### src/rtl/an_barrett_decoder_seq.sv
// an_barrett_decoder_seq
// Streaming AN-code decoder. A four-stage Barrett pipeline computes the
// quotient q and the residue r = x mod A. A residue of zero returns q directly.
// A nonzero residue hands the word to a search FSM. The FSM walks the bit
// indices one per cycle, looking for a single arithmetic error of +/-2^i.
// A channel tag rides along with every word, so one instance can be shared
// by many channels.
module an_barrett_decoder_seq #(
    parameter int A  = 37,
    parameter int CW = 18,
    parameter int DW = 13,
    parameter int K  = 18,
    parameter int TW = 6,
    parameter int RW = $clog2(A),   // derived: residue width
    parameter int IW = $clog2(CW)   // derived: bit index width
) (
    input  logic          clk,
    input  logic          rst,
    input  logic          in_valid,
    output logic          in_ready,
    input  logic [CW-1:0] in_code,
    input  logic [TW-1:0] in_tag,
    output logic          out_valid,
    input  logic          out_ready,
    output logic [DW-1:0] out_data,
    output logic [TW-1:0] out_tag,
    output logic          out_err,
    output logic          out_corr,
    output logic          out_fail,
    output logic [RW-1:0] out_syn,
    output logic [IW-1:0] out_pos,
    output logic          out_neg
);

    // Residue table: P_i = 2^i mod A.
    function automatic logic [CW*RW-1:0] build_p_tab();
        logic [CW*RW-1:0] t;
        longint           v;
        t = {(CW*RW){1'b0}};
        for (int i = 0; i < CW; i++) begin
            v = (64'sd1 <<< i) % longint'(A);
            t[i*RW +: RW] = v[RW-1:0];
        end
        return t;
    endfunction

    // Quotient table: Q_i = floor(2^i / A).
    function automatic logic [CW*DW-1:0] build_q_tab();
        logic [CW*DW-1:0] t;
        longint           v;
        t = {(CW*DW){1'b0}};
        for (int i = 0; i < CW; i++) begin
            v = (64'sd1 <<< i) / longint'(A);
            t[i*DW +: DW] = v[DW-1:0];
        end
        return t;
    endfunction

    localparam int               PW       = CW + K;
    // The raw residue x - q*A stays below 2A, so two extra bits are enough.
    localparam int               EW       = RW + 2;
    localparam longint           M_L      = (64'sd1 <<< K) / longint'(A);
    localparam logic [K-1:0]     M_V      = M_L[K-1:0];
    localparam logic [EW-1:0]    A_E      = EW'(A);
    localparam logic [RW-1:0]    A_R      = RW'(A);
    localparam logic [CW*RW-1:0] P_TAB    = build_p_tab();
    localparam logic [CW*DW-1:0] Q_TAB    = build_q_tab();
    localparam logic [IW-1:0]    IDX_LAST = IW'(CW - 1);
    localparam logic [IW-1:0]    IDX_ONE  = {{(IW-1){1'b0}}, 1'b1};

    typedef enum logic [0:0] {
        ST_IDLE   = 1'b0,
        ST_SEARCH = 1'b1
    } state_t;

    // Pipeline registers
    logic          s1_valid_r, s2_valid_r, s3_valid_r, s4_valid_r;
    logic [CW-1:0] s1_x_r, s2_x_r, s3_x_r, s4_x_r;
    logic [TW-1:0] s1_tag_r, s2_tag_r, s3_tag_r, s4_tag_r;
    logic [PW-1:0] s2_p_r;
    logic [DW-1:0] s3_q_r, s4_q_r;
    logic [EW-1:0] s3_r0_r;
    logic [RW-1:0] s4_r_r;

    // Pipeline combinational values
    logic [PW-1:0] s1_prod_s;
    logic [CW-1:0] s3_qfull_s;
    logic [DW-1:0] s3_q_s;
    logic [EW-1:0] s3_r0_s;
    logic          s4_ge1_s, s4_ge2_s;
    logic [EW-1:0] s4_ra_s, s4_rb_s;
    logic [1:0]    s4_cnt_s;
    logic [DW-1:0] s4_q_s;
    logic [RW-1:0] s4_r_s;

    // Search FSM state and the word it is working on
    state_t        state_r, state_n_s;
    logic [IW-1:0] idx_r, idx_n_s;
    logic [CW-1:0] f_x_r;
    logic [DW-1:0] f_q_r;
    logic [RW-1:0] f_r_r;
    logic [TW-1:0] f_tag_r;

    // Search and output-load combinational values
    logic [RW-1:0] s_p_s;
    logic [DW-1:0] s_q_s;
    logic [CW:0]   pow_s, neg_sum_s;
    logic          pos_hit_s, neg_hit_s;
    logic          load_ok_s, adv_s, latch_s, load_s;
    logic [DW-1:0] ld_data_s;
    logic [TW-1:0] ld_tag_s;
    logic          ld_err_s, ld_corr_s, ld_fail_s, ld_neg_s;
    logic [RW-1:0] ld_syn_s;
    logic [IW-1:0] ld_pos_s;
    logic          unused_bits_s;

    // The output slot is free when it is empty or is being accepted this cycle.
    assign load_ok_s = !out_valid || out_ready;
    assign adv_s     = (state_r == ST_IDLE) && load_ok_s;
    assign in_ready  = adv_s;

    // The low product bits and the high quotient bits never affect the result.
    assign unused_bits_s = ^{s2_p_r[K-1:0], s3_qfull_s[CW-1:DW], s4_rb_s[EW-1:RW]};

    // Barrett arithmetic between pipeline registers
    always_comb begin
        s1_prod_s  = {{K{1'b0}}, s1_x_r} * {{CW{1'b0}}, M_V};
        s3_qfull_s = s2_p_r[PW-1:K];
        s3_q_s     = s3_qfull_s[DW-1:0];
        // Only the low EW bits matter: the true difference is below 2A.
        s3_r0_s    = s2_x_r[EW-1:0] - s3_qfull_s[EW-1:0] * A_E;
        s4_ge1_s   = (s3_r0_r >= A_E);
        s4_ra_s    = s4_ge1_s ? (s3_r0_r - A_E) : s3_r0_r;
        s4_ge2_s   = (s4_ra_s >= A_E);
        s4_rb_s    = s4_ge2_s ? (s4_ra_s - A_E) : s4_ra_s;
        s4_cnt_s   = {1'b0, s4_ge1_s} + {1'b0, s4_ge2_s};
        s4_q_s     = s3_q_r + {{(DW-2){1'b0}}, s4_cnt_s};
        s4_r_s     = s4_rb_s[RW-1:0];
    end

    // Pipeline stages S1..S4, all advancing together on adv
    always_ff @(posedge clk or posedge rst) begin
        if (rst) begin
            s1_valid_r <= 1'b0;            s2_valid_r <= 1'b0;
            s3_valid_r <= 1'b0;            s4_valid_r <= 1'b0;
            s1_x_r     <= {CW{1'b0}};      s2_x_r     <= {CW{1'b0}};
            s3_x_r     <= {CW{1'b0}};      s4_x_r     <= {CW{1'b0}};
            s1_tag_r   <= {TW{1'b0}};      s2_tag_r   <= {TW{1'b0}};
            s3_tag_r   <= {TW{1'b0}};      s4_tag_r   <= {TW{1'b0}};
            s2_p_r     <= {PW{1'b0}};
            s3_q_r     <= {DW{1'b0}};      s4_q_r     <= {DW{1'b0}};
            s3_r0_r    <= {EW{1'b0}};      s4_r_r     <= {RW{1'b0}};
        end else if (adv_s) begin
            s1_valid_r <= in_valid;        s1_x_r     <= in_code;
            s1_tag_r   <= in_tag;
            s2_valid_r <= s1_valid_r;      s2_x_r     <= s1_x_r;
            s2_tag_r   <= s1_tag_r;        s2_p_r     <= s1_prod_s;
            s3_valid_r <= s2_valid_r;      s3_x_r     <= s2_x_r;
            s3_tag_r   <= s2_tag_r;        s3_q_r     <= s3_q_s;
            s3_r0_r    <= s3_r0_s;
            s4_valid_r <= s3_valid_r;      s4_x_r     <= s3_x_r;
            s4_tag_r   <= s3_tag_r;        s4_q_r     <= s4_q_s;
            s4_r_r     <= s4_r_s;
        end
    end

    // Candidate match for the current search index
    always_comb begin
        s_p_s     = P_TAB[int'(idx_r)*RW +: RW];
        s_q_s     = Q_TAB[int'(idx_r)*DW +: DW];
        pow_s     = {{CW{1'b0}}, 1'b1} << idx_r;
        neg_sum_s = {1'b0, f_x_r} + pow_s;
        // +2^i error: the word must have been at least 2^i before the error.
        pos_hit_s = (f_r_r == s_p_s) && ({1'b0, f_x_r} >= pow_s);
        // -2^i error: the original word x + 2^i must fit in CW bits.
        neg_hit_s = (f_r_r == (A_R - s_p_s)) && !neg_sum_s[CW];
    end

    // Search FSM next state and output-load selection
    always_comb begin
        state_n_s = state_r;
        idx_n_s   = idx_r;
        latch_s   = 1'b0;
        load_s    = 1'b0;
        ld_data_s = {DW{1'b0}};
        ld_tag_s  = {TW{1'b0}};
        ld_err_s  = 1'b0;
        ld_corr_s = 1'b0;
        ld_fail_s = 1'b0;
        ld_syn_s  = {RW{1'b0}};
        ld_pos_s  = {IW{1'b0}};
        ld_neg_s  = 1'b0;
        case (state_r)
            ST_IDLE: begin
                if (adv_s && s4_valid_r) begin
                    if (s4_r_r == {RW{1'b0}}) begin
                        load_s    = 1'b1;
                        ld_data_s = s4_q_r;
                        ld_tag_s  = s4_tag_r;
                    end else begin
                        latch_s   = 1'b1;
                        state_n_s = ST_SEARCH;
                        idx_n_s   = {IW{1'b0}};
                    end
                end else begin
                    state_n_s = ST_IDLE;
                end
            end
            ST_SEARCH: begin
                ld_tag_s = f_tag_r;
                ld_err_s = 1'b1;
                ld_syn_s = f_r_r;
                if (pos_hit_s) begin
                    ld_data_s = f_q_r - s_q_s;
                    ld_corr_s = 1'b1;
                    ld_pos_s  = idx_r;
                end else if (neg_hit_s) begin
                    ld_data_s = f_q_r + s_q_s + {{(DW-1){1'b0}}, 1'b1};
                    ld_corr_s = 1'b1;
                    ld_pos_s  = idx_r;
                    ld_neg_s  = 1'b1;
                end else begin
                    ld_data_s = f_q_r;
                    ld_fail_s = 1'b1;
                end
                if (pos_hit_s || neg_hit_s || (idx_r == IDX_LAST)) begin
                    // Hold the current index until the output slot frees up.
                    if (load_ok_s) begin
                        load_s    = 1'b1;
                        state_n_s = ST_IDLE;
                        idx_n_s   = {IW{1'b0}};
                    end else begin
                        state_n_s = ST_SEARCH;
                    end
                end else begin
                    idx_n_s = idx_r + IDX_ONE;
                end
            end
            default: begin
                state_n_s = ST_IDLE;
                idx_n_s   = {IW{1'b0}};
            end
        endcase
    end

    // Search FSM state, index and latched word
    always_ff @(posedge clk or posedge rst) begin
        if (rst) begin
            state_r <= ST_IDLE;
            idx_r   <= {IW{1'b0}};
            f_x_r   <= {CW{1'b0}};
            f_q_r   <= {DW{1'b0}};
            f_r_r   <= {RW{1'b0}};
            f_tag_r <= {TW{1'b0}};
        end else begin
            state_r <= state_n_s;
            idx_r   <= idx_n_s;
            if (latch_s) begin
                f_x_r   <= s4_x_r;
                f_q_r   <= s4_q_r;
                f_r_r   <= s4_r_r;
                f_tag_r <= s4_tag_r;
            end
        end
    end

    // Output register: load a new result, or drop valid once it is accepted
    always_ff @(posedge clk or posedge rst) begin
        if (rst) begin
            out_valid <= 1'b0;
            out_data  <= {DW{1'b0}};
            out_tag   <= {TW{1'b0}};
            out_err   <= 1'b0;
            out_corr  <= 1'b0;
            out_fail  <= 1'b0;
            out_syn   <= {RW{1'b0}};
            out_pos   <= {IW{1'b0}};
            out_neg   <= 1'b0;
        end else if (load_s) begin
            out_valid <= 1'b1;
            out_data  <= ld_data_s;
            out_tag   <= ld_tag_s;
            out_err   <= ld_err_s;
            out_corr  <= ld_corr_s;
            out_fail  <= ld_fail_s;
            out_syn   <= ld_syn_s;
            out_pos   <= ld_pos_s;
            out_neg   <= ld_neg_s;
        end else if (out_ready) begin
            out_valid <= 1'b0;
        end
    end

endmodule

### config.mk
export PLATFORM = sky130hd
export DESIGN_NAME = an_barrett_decoder_seq
export DESIGN_NICKNAME = d
export VERILOG_FILES = /design/src/rtl/an_barrett_decoder_seq.sv
export SDC_FILE = /design/constraint.sdc
export NUM_CORES = 1
export LEC_CHECK = 0
export CORE_ASPECT_RATIO = 0.5
export CORE_MARGIN = 1.5
export CORE_UTILIZATION = 45
export DETAILED_ROUTE_END_ITERATION = 8
export DONT_BUFFER_PORTS = 1
export SETUP_SLACK_MARGIN = 0.1
export SYNTH_ARGS = -nofsm -noshare
export SYNTH_HDL_FRONTEND = slang
export SYNTH_SLANG_ARGS = --single-unit
### constraint.sdc
create_clock -name clk -period 9.54 [get_ports clk]
set_clock_uncertainty 0.1 [all_clocks]
set_input_delay 2.862 -clock clk [delete_from_list [all_inputs] [get_ports clk]]
set_output_delay 2.862 -clock clk [all_outputs]
set_load 0.02 [all_outputs]
==> results.md <==
* Max-Slew Margin vs Limit at 30.64%
* Mapped Nets at 2165
* Die Y at ~140 um
* WP data required at 6580 ps
* Number of remaining DRC errors at 0
* CP Class: input port to primary output
* Crit path arrival time at 3870 ps
* Hold buffers post-CTS at 0
* CTS tree: built
* Worst-Margin Slew at between 1000 and 1500 ps
* GR Util met3 at 2.355%
* Final wirelength at 39380 um
* Critical path's slowest cell: nand2_4
* Initial antenna violation count at 0
* Post-synth EDFFs at 0
* RSZ-0062 raised after global routing: no
* Post-DR vias/cell at around 5.2
* Fill cells at 3589
* First-pass GRT wire length at 65900 um
* Initial Utilization at 45.94%
* CP max FO at 77
* Post-synthesis register bit count at 237
* Initial DRC Count at around 860
* Clock Path Buffers at 3
* Startpoint Class: input port
* Total CTS buffers at 24
* Crit share post-route at 71.59%
* Asr flop ratio synth at 100.0%
* Routability cong. at 0.8565
* Layer with the highest usage: met1
* Cell Area, Synth at between 15000 and 20000 sq um
* Largest net degree at the start of global routing at roughly 160
* IO Pins at 64
* Highest Clock Rate at roughly 0.15 GHz
* Synth Warn # at 0
* Post-Route Setup TNS at 0 ps
* Layout Nets at 2132
* Hpwl dp at slightly below 30000 um
* Clk_lat worst skew at around 540 ps
* Routing usage on met2 at 31.34%
* Die X at 280.3 um
* Port buffer count at 0
* First-pass iteration count of the detailed router at 5
* Clock slew at reported path FFs at 60 ps
* H-tree Lvls at 1
* Max Cap Viol at 0
* Routed Antenna Nets at 0
* Layout overhead on the synthesized area at 7.493%
* Grt ovf at 0
* Met1 usage at a little under a third
* ANT cells at 0
* Final setup violation count at 0
* Wire per inst at 16.76 um
* Mapped Cells at 1845
* Core area at about 38000 sq um
* Die area at slightly below 40000 sq um
* Sequential fraction of the synthesis area at 34.28%
* Minimum clock period after layout at 6829 ps
* Final Hold Viols at 0
* CTS sink cnt at 237
* Row count at 50
* Critical Path Max Stage Delay at 580 ps
* Multi-input logic area at approximately 10000 sq um
* Sequential cell area at 5931 sq um
* GR Util All Layers at between 20 and 25%
* Post-cts resize count at 0
* Setup Buffers After CTS at 0
* Share of layout cells above drive strength 1 at ~6.8%
* Vias at 12274
* HP Class: register to register
* Top_reg_cell synth: dfrtp_1
* Avg Cell Area, Syn at 9.377 sq um
* Clk root buf: clkbuf_16
* Status: finished clean
* Crit-path cells: nand2b_1 -> nand2_4 -> inv_4
* Post-synth cell types at 86
* Max Slew Vio Count at 0
* Vias in the first global route at 12182
* Crit. End Element: primary output
cell families (layout without fill, tap and decap cells):
logic type / count (synthesis) / count (layout) / synth area share [%]
AOI/OAI and AO/OA: 330 / 330 / 12.81
xor gates and xnor gates: 64 / 64 / 3.320
adders and majority gates: 292 / 292 / 24.94
buffers and inverters: 304 / 289 / 6.871
DFF: 237 / 237 / 34.28
muxes: 50 / 50 / 3.204
and+or+nand+nor: 568 / 568 / 14.58
synthesized netlist by cell type (all sizes together) (16+ instances only):
| cell | number | area, sq um |
|---|---|---|
| clkbuf | 48 | 180.2 |
| a21oi | 42 | 221.5 |
| nand3 | 33 | 165.2 |
| nand2 | 366 | 1384 |
| nor3 | 18 | 100.1 |
| nor2 | 50 | 190.2 |
| xnor2 | 37 | 324.1 |
| a21o | 23 | 172.7 |
| ha | 204 | 2552 |
| dfrtp | 237 | 5931 |
| inv | 234 | 878.4 |
| buf | 22 | 130.1 |
| fa | 88 | 1762 |
| xor2 | 26 | 227.7 |
| and2 | 16 | 100.1 |
| mux2 | 43 | 484.2 |
| o21ai | 120 | 604.3 |
area by class of cell:
cell class                 count  area share [%]
clock buffer                  34           3.869
clock inverter                10          0.6594
multi-input combinational   1304           54.81
tap                          520           3.499
timing repair buffer          11          0.5113
sequential                   237           31.89
inverter                     234           4.757
placed cells by master, fill, tap and decap left out, types with 23 or more instances in the layout:
cell	instances
nand2_1	363
dfrtp_1	237
inv_1	230
ha_1	204
o21ai_0	117
fa_1	88
nor2_1	49
mux2_2	43
a21oi_1	39
xnor2_1	37
nand3_1	32
xor2_1	26
clkbuf_16	25
a21o_1	23
critical path: cells and delay by family:
kind                   cells  cell delay (ps)
AND/OR/NAND/NOR            2              810
buffers and inverters      1              140
path summary, 6_finish.rpt:
path                            slack [ps]                      end  depth (start not counted)              startpoint
min in group asynchronous             2070    s1_x_r[3]$_DFFE_PP0P_                          1                     rst
worst min-delay path                   360   s3_x_r[15]$_DFFE_PP0P_                          2  s2_x_r[15]$_DFFE_PP0P_
max in group asynchronous             6060  s3_tag_r[3]$_DFFE_PP0P_                          2                     rst
worst max register to register        3160   s2_p_r[30]$_DFFE_PP0P_                         21   s1_x_r[3]$_DFFE_PP0P_
worst max-delay path                  2710                 in_ready                          3               out_ready
worst min register to register         360   s3_x_r[15]$_DFFE_PP0P_                          2  s2_x_r[15]$_DFFE_PP0P_
metrics by stage:
stage	cells	hold slack [ps]	instance area [sq um]	worst slack (ps)	util (%)
floorplan	1845	338.6	17300	2669	-
global placement	2306	348.0	17750	2670	47.14
detailed placement	2306	349.6	17750	2689	47.14
CTS	2350	362.7	18600	2683	49.38
global route	2350	387.6	18600	2588	49.38
finish	2350	358.4	18600	2711	49.38
metal layers:
| layer | routed length, um | part of all wire, % |
|---|---|---|
| met3 | 1600 | 4.1 |
| met1 | 20630 | 52 |
| met2 | 16620 | 42 |
| met5 | 0 | 0 |
| met4 | 527 | 1.3 |
registers in the layout, indices dropped and copies added, names as in the netlist, 8 cells and up:
register and flops:
s4_q_r 13, s2_x_r 18, s3_x_r 18, s3_r0_r 8, f_x_r 18, out_data 13
f_q_r 13, s1_x_r 18, s4_x_r 18, s3_q_r 13, s2_p_r 13
Power is not shown: default switching activity piles up to over one toggle a cycle in this logic, so the estimate is an artifact.
